$ cat src/rtl/player_pkg.sv
`default_nettype none
// ============================================================
// Module   : player_pkg
// Brief    : shared types and constants for the playback core
// Revision : 1.0
// ============================================================
package player_pkg;

    typedef enum logic [1:0] {
        ST_PAUSED  = 2'd0,
        ST_PLAYING = 2'd1,
        ST_STOPPED = 2'd2
    } state_t;

    typedef enum logic [1:0] {
        MODE_NORMAL     = 2'd0,
        MODE_REPEAT_ALL = 2'd1,
        MODE_REPEAT_ONE = 2'd2,
        MODE_SHUFFLE    = 2'd3
    } mode_t;

    localparam logic [7:0] c_END_MARK  = 8'hFF;
    localparam logic [7:0] c_LFSR_SEED = 8'hA5;
    localparam logic [9:0] c_SEC_MAX   = 10'd599;

    // Fibonacci form of x^8+x^6+x^5+x^4+1, shifting toward the MSB
    function automatic logic [7:0] lfsr_step(input logic [7:0] v);
        return {v[6:0], v[7] ^ v[5] ^ v[4] ^ v[3]};
    endfunction

endpackage
`default_nettype wire

$ cat src/rtl/player_if.sv
`default_nettype none
// ============================================================
// Module   : player_if
// Brief    : button/sample inputs and ROM/display outputs of the core
// Revision : 1.0
// ============================================================
interface player_if #(
    parameter int SONG_W = 2,
    parameter int ADDR_W = 22
) ();

    logic                     sample_en;
    logic [7:0]               data_in;
    logic                     play_pause;
    logic                     next_song;
    logic                     prev_song;
    logic                     mode_btn;
    logic                     fwd_short;
    logic                     back_short;
    logic                     fwd_long;
    logic                     back_long;
    logic [SONG_W+ADDR_W-1:0] addr;
    logic [SONG_W-1:0]        song;
    logic                     playing;
    logic [1:0]               mode;
    logic [3:0]               minutes0;
    logic [3:0]               seconds1;
    logic [3:0]               seconds0;
    logic                     song_start;

    modport master (
        output sample_en, data_in, play_pause, next_song, prev_song, mode_btn,
               fwd_short, back_short, fwd_long, back_long,
        input  addr, song, playing, mode, minutes0, seconds1, seconds0, song_start
    );

    modport slave (
        input  sample_en, data_in, play_pause, next_song, prev_song, mode_btn,
               fwd_short, back_short, fwd_long, back_long,
        output addr, song, playing, mode, minutes0, seconds1, seconds0, song_start
    );

endinterface
`default_nettype wire

$ cat src/rtl/sec_to_bcd.sv
`default_nettype none
// ============================================================
// Module   : sec_to_bcd
// Brief    : binary seconds 0..599 to BCD m:ss digits (combinational)
// Revision : 1.0
// ============================================================
module sec_to_bcd (
    input  wire logic [9:0] i_sec,
    output logic      [3:0] o_minutes0,
    output logic      [3:0] o_seconds1,
    output logic      [3:0] o_seconds0
);

    logic [9:0] w_min;
    logic [9:0] w_rem;
    logic [9:0] w_tens;
    logic [3:0] w_ones;

    always_comb begin
        w_min  = i_sec / 10'd60;
        w_rem  = i_sec - w_min * 10'd60;
        w_tens = w_rem / 10'd10;
        w_ones = 4'(w_rem - w_tens * 10'd10);
    end

    assign o_minutes0 = w_min[3:0];
    assign o_seconds1 = w_tens[3:0];
    assign o_seconds0 = w_ones;

endmodule
`default_nettype wire

$ cat src/rtl/player_core.sv
`default_nettype none
// ============================================================
// Module   : player_core
// Brief    : playback controller - song, sample address, time, mode
// Revision : 1.0
// ============================================================
module player_core
    import player_pkg::*;
#(
    parameter int         SONG_W      = 2,
    parameter int         ADDR_W      = 22,
    parameter int         SAMPLE_RATE = 8000,
    parameter int         SEEK_SHORT  = 10,
    parameter int         SEEK_LONG   = 30,
    parameter logic [7:0] END_MARK    = c_END_MARK
) (
    input wire logic clk,
    input wire logic reset,
    player_if.slave  bus
);

    localparam int c_SUM_W  = ADDR_W + 32;
    localparam int c_FRAC_W = (SAMPLE_RATE > 1) ? $clog2(SAMPLE_RATE) : 1;

    localparam logic [c_SUM_W-1:0]  c_ADDR_MAX   = c_SUM_W'({ADDR_W{1'b1}});
    localparam logic [c_SUM_W-1:0]  c_STEP_SHORT = c_SUM_W'(SEEK_SHORT * SAMPLE_RATE);
    localparam logic [c_SUM_W-1:0]  c_STEP_LONG  = c_SUM_W'(SEEK_LONG * SAMPLE_RATE);
    localparam logic [10:0]         c_SEC_SHORT  = 11'(SEEK_SHORT);
    localparam logic [10:0]         c_SEC_LONG   = 11'(SEEK_LONG);
    localparam logic [c_FRAC_W-1:0] c_FRAC_LAST  = c_FRAC_W'(SAMPLE_RATE - 1);

    state_t              r_state;
    mode_t               r_mode;
    logic [SONG_W-1:0]   r_song;
    logic [ADDR_W-1:0]   r_addr;
    logic [c_FRAC_W-1:0] r_frac;
    logic [9:0]          r_sec;
    logic [7:0]          r_lfsr;
    logic                r_song_start;

    logic                w_seek_any;
    logic                w_seek_fwd;
    logic [c_SUM_W-1:0]  w_seek_step;
    logic [10:0]         w_seek_sec;
    logic [c_SUM_W-1:0]  w_fwd_sum;
    logic                w_fwd_over;
    logic [10:0]         w_sec_sum;
    logic [9:0]          w_sec_fwd;
    logic                w_back_clear;
    logic                w_natural_eos;
    logic                w_do_eos;
    logic [SONG_W-1:0]   w_song_inc;
    logic [SONG_W-1:0]   w_pick;
    logic [SONG_W-1:0]   w_adv_song;
    logic [SONG_W-1:0]   w_prev_target;
    logic                w_stop;
    logic [3:0]          w_minutes0;
    logic [3:0]          w_seconds1;
    logic [3:0]          w_seconds0;

    always_comb begin
        // forward beats back within a pair, long pair beats short pair
        w_seek_fwd  = 1'b0;
        w_seek_step = c_STEP_SHORT;
        w_seek_sec  = c_SEC_SHORT;
        if (bus.fwd_long) begin
            w_seek_fwd  = 1'b1;
            w_seek_step = c_STEP_LONG;
            w_seek_sec  = c_SEC_LONG;
        end else if (bus.back_long) begin
            w_seek_step = c_STEP_LONG;
            w_seek_sec  = c_SEC_LONG;
        end else if (bus.fwd_short) begin
            w_seek_fwd  = 1'b1;
        end

        w_seek_any = (r_state != ST_STOPPED) &&
                     (bus.fwd_long || bus.back_long || bus.fwd_short || bus.back_short);

        w_fwd_sum    = c_SUM_W'(r_addr) + w_seek_step;
        w_fwd_over   = w_fwd_sum > c_ADDR_MAX;
        w_sec_sum    = {1'b0, r_sec} + w_seek_sec;
        w_sec_fwd    = (w_sec_sum > {1'b0, c_SEC_MAX}) ? c_SEC_MAX : w_sec_sum[9:0];
        w_back_clear = ({1'b0, r_sec} < w_seek_sec) || (c_SUM_W'(r_addr) < w_seek_step);

        w_natural_eos = (r_state == ST_PLAYING) && bus.sample_en &&
                        ((bus.data_in == END_MARK) || (r_addr == {ADDR_W{1'b1}}));
        // a seek past the last address only counts if no song button outranks it
        w_do_eos = w_natural_eos ||
                   (w_seek_any && w_seek_fwd && w_fwd_over && !bus.next_song && !bus.prev_song);

        w_song_inc = r_song + 1'b1;
        w_pick     = r_lfsr[SONG_W-1:0];
        case (r_mode)
            MODE_REPEAT_ONE: w_adv_song = r_song;
            MODE_SHUFFLE:    w_adv_song = (w_pick == r_song) ? w_song_inc : w_pick;
            default:         w_adv_song = w_song_inc;
        endcase

        w_stop        = (r_mode == MODE_NORMAL) && (r_song == {SONG_W{1'b1}});
        w_prev_target = (r_sec >= 10'd3) ? r_song : r_song - 1'b1;
    end

    always_ff @(posedge clk) begin
        if (reset) begin
            r_state      <= ST_PAUSED;
            r_mode       <= MODE_NORMAL;
            r_song       <= '0;
            r_addr       <= '0;
            r_frac       <= '0;
            r_sec        <= '0;
            r_lfsr       <= c_LFSR_SEED;
            r_song_start <= 1'b0;
        end else begin
            r_lfsr       <= lfsr_step(r_lfsr);
            r_song_start <= 1'b0;

            if (bus.mode_btn) begin
                r_mode <= mode_t'(r_mode + 2'd1);
            end

            if (bus.play_pause) begin
                case (r_state)
                    ST_PLAYING: r_state <= ST_PAUSED;
                    default:    r_state <= ST_PLAYING;
                endcase
            end

            if (w_do_eos) begin
                r_addr       <= '0;
                r_frac       <= '0;
                r_sec        <= '0;
                r_song_start <= 1'b1;
                if (w_stop) begin
                    r_song  <= '0;
                    r_state <= ST_STOPPED;
                end else begin
                    r_song  <= w_adv_song;
                end
            end else if (bus.next_song || bus.prev_song) begin
                r_song       <= bus.next_song ? w_adv_song : w_prev_target;
                r_addr       <= '0;
                r_frac       <= '0;
                r_sec        <= '0;
                r_song_start <= 1'b1;
            end else if (w_seek_any) begin
                if (w_seek_fwd) begin
                    r_addr <= w_fwd_sum[ADDR_W-1:0];
                    r_sec  <= w_sec_fwd;
                end else if (w_back_clear) begin
                    r_addr <= '0;
                    r_frac <= '0;
                    r_sec  <= '0;
                end else begin
                    r_addr <= r_addr - w_seek_step[ADDR_W-1:0];
                    r_sec  <= r_sec - w_seek_sec[9:0];
                end
            end else if ((r_state == ST_PLAYING) && bus.sample_en) begin
                r_addr <= r_addr + 1'b1;
                if (r_frac == c_FRAC_LAST) begin
                    r_frac <= '0;
                    if (r_sec != c_SEC_MAX) begin
                        r_sec <= r_sec + 10'd1;
                    end
                end else begin
                    r_frac <= r_frac + 1'b1;
                end
            end

            // leaving STOPPED always restarts from the top of song 0
            if (bus.play_pause && (r_state == ST_STOPPED)) begin
                r_song       <= '0;
                r_addr       <= '0;
                r_frac       <= '0;
                r_sec        <= '0;
                r_song_start <= 1'b1;
            end
        end
    end

    sec_to_bcd u_sec_to_bcd (
        .i_sec      (r_sec),
        .o_minutes0 (w_minutes0),
        .o_seconds1 (w_seconds1),
        .o_seconds0 (w_seconds0)
    );

    assign bus.addr       = {r_song, r_addr};
    assign bus.song       = r_song;
    assign bus.playing    = (r_state == ST_PLAYING);
    assign bus.mode       = r_mode;
    assign bus.song_start = r_song_start;
    assign bus.minutes0   = w_minutes0;
    assign bus.seconds1   = w_seconds1;
    assign bus.seconds0   = w_seconds0;

endmodule
`default_nettype wire
$ cat src/flat_wrapper.sv
// flat-port wrapper written by rule: the top's interface ports become plain ports
module player_core_flat import player_pkg::*;
#(
    parameter int         SONG_W      = 2,
    parameter int         ADDR_W      = 22,
    parameter int         SAMPLE_RATE = 8000,
    parameter int         SEEK_SHORT  = 10,
    parameter int         SEEK_LONG   = 30,
    parameter logic [7:0] END_MARK    = c_END_MARK
)
  (clk, reset, bus_sample_en, bus_data_in, bus_play_pause, bus_next_song, bus_prev_song, bus_mode_btn, bus_fwd_short, bus_back_short, bus_fwd_long, bus_back_long, bus_addr, bus_song, bus_playing, bus_mode, bus_minutes0, bus_seconds1, bus_seconds0, bus_song_start);
  player_if #(.SONG_W(SONG_W), .ADDR_W(ADDR_W)) bus_i ();
  input wire logic clk;
  input wire logic reset;
  input wire logic [$bits(bus_i.sample_en)-1:0] bus_sample_en;
  input wire logic [$bits(bus_i.data_in)-1:0] bus_data_in;
  input wire logic [$bits(bus_i.play_pause)-1:0] bus_play_pause;
  input wire logic [$bits(bus_i.next_song)-1:0] bus_next_song;
  input wire logic [$bits(bus_i.prev_song)-1:0] bus_prev_song;
  input wire logic [$bits(bus_i.mode_btn)-1:0] bus_mode_btn;
  input wire logic [$bits(bus_i.fwd_short)-1:0] bus_fwd_short;
  input wire logic [$bits(bus_i.back_short)-1:0] bus_back_short;
  input wire logic [$bits(bus_i.fwd_long)-1:0] bus_fwd_long;
  input wire logic [$bits(bus_i.back_long)-1:0] bus_back_long;
  output wire logic [$bits(bus_i.addr)-1:0] bus_addr;
  output wire logic [$bits(bus_i.song)-1:0] bus_song;
  output wire logic [$bits(bus_i.playing)-1:0] bus_playing;
  output wire logic [$bits(bus_i.mode)-1:0] bus_mode;
  output wire logic [$bits(bus_i.minutes0)-1:0] bus_minutes0;
  output wire logic [$bits(bus_i.seconds1)-1:0] bus_seconds1;
  output wire logic [$bits(bus_i.seconds0)-1:0] bus_seconds0;
  output wire logic [$bits(bus_i.song_start)-1:0] bus_song_start;
  assign bus_i.sample_en = bus_sample_en;
  assign bus_i.data_in = bus_data_in;
  assign bus_i.play_pause = bus_play_pause;
  assign bus_i.next_song = bus_next_song;
  assign bus_i.prev_song = bus_prev_song;
  assign bus_i.mode_btn = bus_mode_btn;
  assign bus_i.fwd_short = bus_fwd_short;
  assign bus_i.back_short = bus_back_short;
  assign bus_i.fwd_long = bus_fwd_long;
  assign bus_i.back_long = bus_back_long;
  assign bus_addr = bus_i.addr;
  assign bus_song = bus_i.song;
  assign bus_playing = bus_i.playing;
  assign bus_mode = bus_i.mode;
  assign bus_minutes0 = bus_i.minutes0;
  assign bus_seconds1 = bus_i.seconds1;
  assign bus_seconds0 = bus_i.seconds0;
  assign bus_song_start = bus_i.song_start;
  player_core #(.SONG_W(SONG_W), .ADDR_W(ADDR_W), .SAMPLE_RATE(SAMPLE_RATE), .SEEK_SHORT(SEEK_SHORT), .SEEK_LONG(SEEK_LONG), .END_MARK(END_MARK)) u_core (.clk(clk), .reset(reset), .bus(bus_i));
endmodule
$ cat config.mk
export PLATFORM = sky130hd
export DESIGN_NAME = player_core_flat
export DESIGN_NICKNAME = d
export VERILOG_FILES = /design/src/rtl/player_pkg.sv /design/src/rtl/player_if.sv /design/src/rtl/sec_to_bcd.sv /design/src/rtl/player_core.sv /design/src/flat_wrapper.sv
export SDC_FILE = /design/constraint.sdc
export NUM_CORES = 1
export LEC_CHECK = 0
export CAP_MARGIN = 0
export CORE_MARGIN = 2
export CORE_UTILIZATION = 35
export DETAILED_ROUTE_END_ITERATION = 8
export GPL_TIMING_DRIVEN = 0
export PLACE_DENSITY_LB_ADDON = 0.3
export SLEW_MARGIN = 20
export SYNTH_ARGS = -nofsm -noshare
export SYNTH_HDL_FRONTEND = slang
export SYNTH_SLANG_ARGS = --single-unit
$ cat constraint.sdc
create_clock -name clk -period 8.75 [get_ports clk]
set_input_delay 0.875 -clock clk [delete_from_list [all_inputs] [get_ports clk]]
set_output_delay 0.875 -clock clk [all_outputs]
set_load 0.03 [all_outputs]
==> qor.txt, run 1 <==
Pwr Total = 0.00120 W
Reg2Reg Depth = 13
Setup Skew = 6.08 ps
initial DRC count = 541
crit-path most repeated cell = fa_2
main flop type after synthesis = dfxtp_1
# fillers = 1777
vias in the first global route = 6953
Final ANT Viol Nets = 0
Seq pwr share = 24.4%
first-pass GRT wire length = 34100 um
Die Wd = 140 um
post-detailed-route wirelength per cell = 16.7 um
Yosys reg bits = 60
sw frac = 32.9%
Max Slew Vio Count = 0
Synth area leaders = dfxtp_1 18%, ha_1 8.6%, nor2_1 5.9%
CP delay by family, top = compound AO/OA/AOI/OAI gates
H-tree depth = 3
Buf/Inv on CP = 7
Int Power = 0.000803 W
crit path launch = u_core.r_sec[5]$_SDFFE_PP0P_
Yosys warnings = 0
Net Switching = 0.000394 W
Setup Crit Path Kind = reg -> out
grt ovf = 0
fraction of layout cells with a size suffix above 1 = 20.8%
Levels on crit path = 43
Yosys top cell area share = 18.4%
Syn Nets = 958
synth cell count leaders = 103 x nor2_1, 69 x nand2_1, 63 x a21oi_1
HPWL after DPL = 14500 um
Clock Latency Late Sink = 330 ps
asr flop ratio synth = 0%
PD cells = 135 mW/mm2
Multi-input gate area = 0.00533 mm2
leading area contributor after synthesis = dfxtp_1
Reg-to-Reg Start = u_core.r_addr[8]$_SDFFE_PP0P_
initial core utilization = 35.9%
status = complete, but fails checks
Die ar. = 0.0197 mm2
Critical Path RT = 7880 ps
hold violation total from the final report = 0
post-synth cell types = 87
Post-CTS Hold Buffers = 0
HP Class = reg -> reg
EDFF count, synth = 0
routed vias = 7266
CTS Buf Count = 9
setup ws final = -879 ps
worst-path fanout max = 6
Seq/Total Area, Yosys = 18.4%
Area Overhead vs Synth = 36.0%
Post-Place Cell Area = 0.00755 mm2
initial antenna violation count = 0
combinational share of power = 42.0%
Cells after Synth = 880
minimum clock period = 9630 ps
slowest CP cell = fa_2
register-to-register setup slack = 4350 ps
most frequent cell after synthesis = nor2_1
largest net degree at the start of global routing = 15
Max Cap Violations = 0
Rows = 49
crit end category = output pin
GPL Wtd Cong = 0.951
final hold slack = 405 ps
CTS tree = done
R2R Path End = u_core.r_sec[7]$_SDFFE_PP0P_
clock-pin slew on the worst setup and hold paths = 50 ps
Slew @ Worst Pin = 1010 ps
Worst setup endpoint = bus_seconds0[3]
failing checks = setup timing
Cell Area, Synth = 0.00652 mm2
die height = 140 um
CP peak stage delay = 560 ps
slew margin rel. = 32.6%
CTS Root Cell = clkbuf_16
# DRC = 0
Routed WL = 21100 um
core area = 0.0181 mm2
Clk pwr share = 33.7%
Vias/cell = 5.74
Final Cycle Share = 110%
Max VDD drop = 0.107 mV
design area = 0.00887 mm2
maximum clock frequency = 104 MHz
storage element area = 0.00122 mm2
nets = 1109
# IOs = 61
Final setup viols = 2
RSZ-0062 raised after global routing = yes
DRT Pass-1 Iters = 5
CTS max path bufs = 2
clock sinks = 60
static leakage = 3.42 nW
GR Util All Layers = 20.8%
Synth Area per Inst = 7.41 um2
CP arrival = 8750 ps
kind of start point of the critical path = flop
IO buf count = 60
diode count = 0
[layout by cell type, fill, tap and decap left out, types with 6 or more instances in the layout]
cell type,count
nor2_1,100
buf_4,82
nand2_1,64
a21oi_1,56
clkdlybuf4s50_1,55
dfxtp_1,55
o21ai_0,42
ha_1,38
inv_1,36
nor3_1,29
clkbuf_1,28
xor2_1,27
nand3_1,23
nand4_1,19
xnor2_1,17
nor2b_1,16
o211ai_1,16
a21o_1,16
a211oi_1,14
nand2b_1,13
a31oi_1,13
fa_1,11
clkbuf_16,10
buf_6,10
o21a_1,10
a221oi_1,10
o21ai_1,9
and3_1,9
nor4_1,8
o22ai_1,8
a21oi_2,7
o21ai_2,6
o221ai_1,6
or2_2,6
[logic make-up (layout without fill, tap and decap cells)]
| kind of cell | after synthesis | count (layout) | synth area share, % |
|---|---|---|---|
| compound gates | 284 | 284 | 30.6 |
| flops | 60 | 60 | 18.4 |
| mux | 5 | 5 | 0.844 |
| buf+inv | 90 | 246 | 5.68 |
| simple gates | 334 | 334 | 25.0 |
| xor+xnor | 48 | 48 | 6.45 |
| fa+ha+maj | 59 | 59 | 12.9 |
[sequential cells by signal, indices dropped and copies added, names as in the netlist]
register,flops
u_core.r_addr,22
u_core.r_sec,10
u_core.r_state,2
u_core.r_lfsr,8
u_core.bus.song,2
u_core.r_frac,13
u_core.bus.song_start,1
u_core.bus.mode,2
[how the worst min path moves through the flow]
stage                                           start                     endpoint  slack [ps]  depth (start not counted)
after floorplan           u_core.r_lfsr[6]$_SDFF_PP0_  u_core.r_lfsr[7]$_SDFF_PP1_         390                          1
after global placement    u_core.r_lfsr[6]$_SDFF_PP0_  u_core.r_lfsr[7]$_SDFF_PP1_         390                          1
after detailed placement  u_core.r_lfsr[6]$_SDFF_PP0_  u_core.r_lfsr[7]$_SDFF_PP1_         400                          1
after CTS                 u_core.r_lfsr[6]$_SDFF_PP0_  u_core.r_lfsr[7]$_SDFF_PP1_         410                          1
after global routing      u_core.r_lfsr[6]$_SDFF_PP0_  u_core.r_lfsr[7]$_SDFF_PP1_         410                          1
final                     u_core.r_lfsr[6]$_SDFF_PP0_  u_core.r_lfsr[7]$_SDFF_PP1_         410                          1
[layout make-up]
cell class | instances | area share, %
buffer | 44 | 3.40
clock buffer | 11 | 2.62
clock inverter | 5 | 1.13
inverter | 43 | 1.86
multi-input combinational | 730 | 60.1
sequential | 60 | 13.8
tap | 229 | 3.23
timing repair buffer | 143 | 13.9
[through the flow]
step / TNS, ps / instances / util, % / setup WS (ps)
global route: -1700 / 1265 / 48.9 / -1280
finish: -913 / 1265 / 48.9 / -879
CTS: -1180 / 1248 / 47.3 / -830
detailed placement: -4300 / 1169 / 41.6 / -1940
floorplan: -608 / 880 / - / -608
global placement: -4370 / 1169 / 41.6 / -1940
[metal layers]
metal | part of all wire (%) | up-vias | track usage, %
li1 | - | 3540 | -
met1 | 45 | 3354 | 27.8
met2 | 45 | 319 | 33.2
met3 | 6.5 | 53 | 2.87
met4 | 3.5 | 0 | 9.58
met5 | 0 | - | 0
[power groups by stage]
| stage | Sequential [W] | Clock, W | Combinational, W |
|---|---|---|---|
| after floorplan | 0.000304 | 0 | 0.000274 |
| after CTS | 0.000292 | 0.000409 | 0.000476 |
| after detailed placement | 0.000299 | 0 | 0.000379 |
| after global placement | 0.000299 | 0 | 0.000377 |
| after global routing | 0.000293 | 0.000421 | 0.000542 |
| final | 0.000292 | 0.000403 | 0.000502 |
[repair_timing]
action / CTS / global route
buffers inserted: 64 / 25
cloned: 0 / 2
gates resized for setup: 69 / 47
pin swaps: 21 / 28
endpoints found under the setup margin: 4 / 5
No activity file was read; power rests on OpenSTA's default activity.
==> inputs of run 2 (changes only) <==
--- a/config.mk
+++ b/config.mk
@@ -9,9 +9,11 @@
 export CORE_MARGIN = 2
 export CORE_UTILIZATION = 35
 export DETAILED_ROUTE_END_ITERATION = 8
+export GPL_ROUTABILITY_DRIVEN = 0
 export GPL_TIMING_DRIVEN = 0
 export PLACE_DENSITY_LB_ADDON = 0.3
 export SLEW_MARGIN = 20
 export SYNTH_ARGS = -nofsm -noshare
 export SYNTH_HDL_FRONTEND = slang
+export SYNTH_HIERARCHICAL = 1
 export SYNTH_SLANG_ARGS = --single-unit
==> run 2 against run 1 <==
Compared with the run above: the flow still finishes with violations (setup timing); critical path type unchanged; clock-buffer cell count is the same; total power is 8.3% lower; worst hold slack got worse by 1.9 ps; critical path depth shrank 2; sequential share of layout area increased by 0.93 points.
==> qor.txt, run 2 <==
status = complete, but fails checks
failing checks = setup timing
CP peak stage delay = 590 ps (+30 ps)
vias in the first global route = 6476 (-6.9%)
design area = 0.00828 mm2 (-6.6%)
slew margin rel. = 31.5% (-1.1 points)
fraction of layout cells with a size suffix above 1 = 18.0% (-2.9 points)
hold_sp = u_core/r_lfsr[6]$_SDFF_PP0_
CTS Root Cell = clkbuf_16
# IOs = 61 (unchanged)
Seq/Total Area, Yosys = 18.6% (+0.21 points)
maximum clock frequency = 101 MHz (-2.9%)
CP arrival = 9040 ps (+290 ps)
Final ANT Viol Nets = 0 (unchanged)
Vias/cell = 5.80 (+1.0%)
hold path endpoint = u_core/r_lfsr[7]$_SDFF_PP1_
Yosys reg bits = 60 (unchanged)
largest net degree at the start of global routing = 16 (+1)
initial DRC count = 479 (-11%)
GR Util All Layers = 20.0% (-0.79 points)
CTS tree = done
DRT Pass-1 Iters = 6 (+1)
most frequent cells in the layout = 98 x nor2_1, 67 x nand2_1, 57 x a21oi_1
highest metal used = met4
clock sinks = 60 (unchanged)
Max VDD drop = 0.111 mV (+3.5%)
grt ovf = 0 (unchanged)
hold violation total from the final report = 0 (unchanged)
Yosys warnings = 6 (+6)
asr flop ratio synth = 0% (unchanged)
nets = 1037 (-6.5%)
Critical Path RT = 7880 ps (about the same)
slowest CP cell = fa_2
kind of start point of the critical path = flop
IO buf count = 60 (unchanged)
max FFs per register = 22 (unchanged)
setup ws final = -1170 ps (-288 ps)
diode count = 0 (unchanged)
most flop-heavy register = u_core/r_addr
Setup Crit Path Kind = reg -> out
setup_tns = -2990 ps (-2070 ps)
Worst Hold Path Cells = 1 (unchanged)
met3 WL = 1370 um (about the same)
Synth Area per Inst = 7.49 um2 (+1.1%)
Die ar. = 0.0195 mm2 (-1.1%)
leading area contributor after synthesis = dfxtp_1
Largest regs = u_core/r_addr (22), u_core/r_frac (13), u_core/r_sec (10)
HP Class = reg -> reg
Final Cycle Share = 113% (+3.3 points)
# fillers = 1827 (+2.8%)
Max Cap Violations = 0 (unchanged)
initial antenna violation count = 0 (unchanged)
clock-pin slew on the worst setup and hold paths = 60 ps (about the same)
Reg-to-Reg Start = u_core/r_sec[2]$_SDFFE_PP0P_
initial core utilization = 35.7% (-0.17 points)
PD cells = 133 mW/mm2 (-1.8%)
met2 routed WL = 9260 um (-2.8%)
storage element area = 0.00122 mm2 (-0.31%)
Yosys top cell area share = 18.6% (+0.21 points)
commonest non-fill, non-tap cell in the layout = nor2_1
main flop type after synthesis = dfxtp_1
Setup Skew = 7.23 ps (+1.15 ps)
die height = 140 um (-0.56%)
Cell Area, Synth = 0.00644 mm2 (-1.2%)
Slew @ Worst Pin = 1020 ps (+10.1 ps)
Clock Latency Late Sink = 330 ps (about the same)
Cells after Synth = 860 (-2.3%)
CTS max path bufs = 2 (unchanged)
CTS Buf Count = 9 (unchanged)
Die Wd = 140 um (-0.56%)
EDFF count, synth = 0 (unchanged)
post-synth cell types = 100 (+15%)
core area = 0.0180 mm2 (-0.68%)
post-detailed-route wirelength per cell = 16.6 um (-0.19%)
HPWL after DPL = 14100 um (-2.7%)
register-to-register setup slack = 5080 ps (+730 ps)
Routed WL = 19900 um (-5.6%)
Final setup viols = 4 (+2)
minimum clock period = 9920 ps (+288 ps)
static leakage = 3.15 nW (-7.7%)
Max Slew Vio Count = 0 (unchanged)
synth cell count leaders = 104 x nor2_1, 69 x nand2_1, 63 x a21oi_1
first-pass GRT wire length = 32300 um (-5.3%)
Area Overhead vs Synth = 28.5%
Syn Nets = 933 (-2.6%)
routed vias = 6944 (-4.4%)
Post-Place Cell Area = 0.00749 mm2 (-0.73%)
Synth area leaders = dfxtp_1 19%, ha_1 8.0%, nor2_1 6.1%
RSZ-0062 raised after global routing = yes
fin util = 45.9% (-2.9 points)
crit end category = output pin
# DRC = 0 (unchanged)
DRT met1 WL = 8650 um (-8.5%)
Rows = 49 (unchanged)
Multi-input gate area = 0.00513 mm2 (-3.7%)
R2R Path End = u_core/r_sec[4]$_SDFFE_PP0P_
most frequent cell after synthesis = nor2_1
H-tree depth = 3 (unchanged)
Reg2Reg Depth = 9 (-4)
worst-path fanout max = 8 (+2)
[run 2: changes by cell type after synthesis, moves of 7 or more]
cell | previous run | this run
inv_1 | 41 | 50
xnor2_1 | 19 | 38
a211oi_1 | 16 | 5
o211ai_1 | 16 | 9
nor2b_1 | 16 | 9
xor2_1 | 29 | 17
nand3_1 | 24 | 31
clkbuf_1 | 35 | 22
o21ai_0 | 53 | 44
a221oi_1 | 10 | 0
[run 2: kinds of logic (layout without fill, tap and decap cells)]
logic type                 count (synthesis)  in the layout  share of synthesized area, %
adders and majority gates                 58             58                          12.6
muxes                                      7              7                          1.13
xor gates and xnor gates                  57             57                          8.21
AOI/OAI and AO/OA                        243            243                          25.7
DFF                                       60             60                          18.6
buffers and inverters                     90            198                          6.49
and+or+nand+nor                          345            345                          27.2
[run 2: how the worst max path moves through the flow]
stage	start	to	cells after the start
after floorplan	u_core/r_sec[9]$_SDFFE_PP0P_	bus_seconds0[3]	43
after detailed placement	u_core/r_sec[8]$_SDFFE_PP0P_	bus_seconds0[3]	43
after global routing	u_core/r_sec[9]$_SDFFE_PP0P_	bus_seconds0[3]	42
after global placement	u_core/r_sec[8]$_SDFFE_PP0P_	bus_seconds0[3]	43
after CTS	u_core/r_sec[9]$_SDFFE_PP0P_	bus_seconds0[3]	42
final	u_core/r_sec[9]$_SDFFE_PP0P_	bus_seconds0[3]	41
[run 2: what timing repair did]
item,in CTS,in global routing
endpoints found under the setup margin,5,5
pin swaps,41,38
gates resized for setup,50,18
gates cloned,0,1
hold endpoints to repair,0,0
hold buffers,0,0
buffers inserted,24,10
[run 2: per-stage QoR]
stage                     hold slack, ps  std cells  total power, W  setup slack (ps)
after global placement               390       1149        0.000658             -1940
after global routing                 418       1197         0.00115             -1580
after floorplan                      389        860        0.000555              -894
after detailed placement             405       1149        0.000659             -2010
final                                403       1197         0.00110             -1170
after CTS                            406       1187         0.00109             -1160
[run 2: cell type report]
cell class / count / share of cell area, %
multi-input cells: 710 / 62.0
flip-flops and latches: 60 / 14.7
repair buffers: 95 / 10.5
well taps: 229 / 3.46
clock buffers: 11 / 3.19
plain buffers: 38 / 2.98
inverters: 50 / 2.33
clock inverters: 4 / 0.846
[run 2: power by group]
part	total, W	internal, W	switching [W]
combinational	0.000409	0.000185	0.000224
sequential	0.000293	0.000282	0.0000113
clock	0.000396	0.000271	0.000125
[run 2: layer usage]
metal / global-route usage (%) / up-vias
met2: 32.7 / 293
li1: - / 3340
met5: 0 / -
met4: 7.74 / 0
met3: 2.75 / 64
met1: 26.7 / 3247
[run 2: critical path, delay by kind of cell, from the launching register on]
| family | cells | cell delay, ps |
|---|---|---|
| AOI/OAI and AO/OA | 9 | 1890 |
| xor gates and xnor gates | 5 | 990 |
| adders and majority gates | 9 | 2930 |
| buffers and inverters | 7 | 710 |
| DFF | 1 | 350 |
| muxes | 1 | 160 |
| and+or+nand+nor | 10 | 1660 |
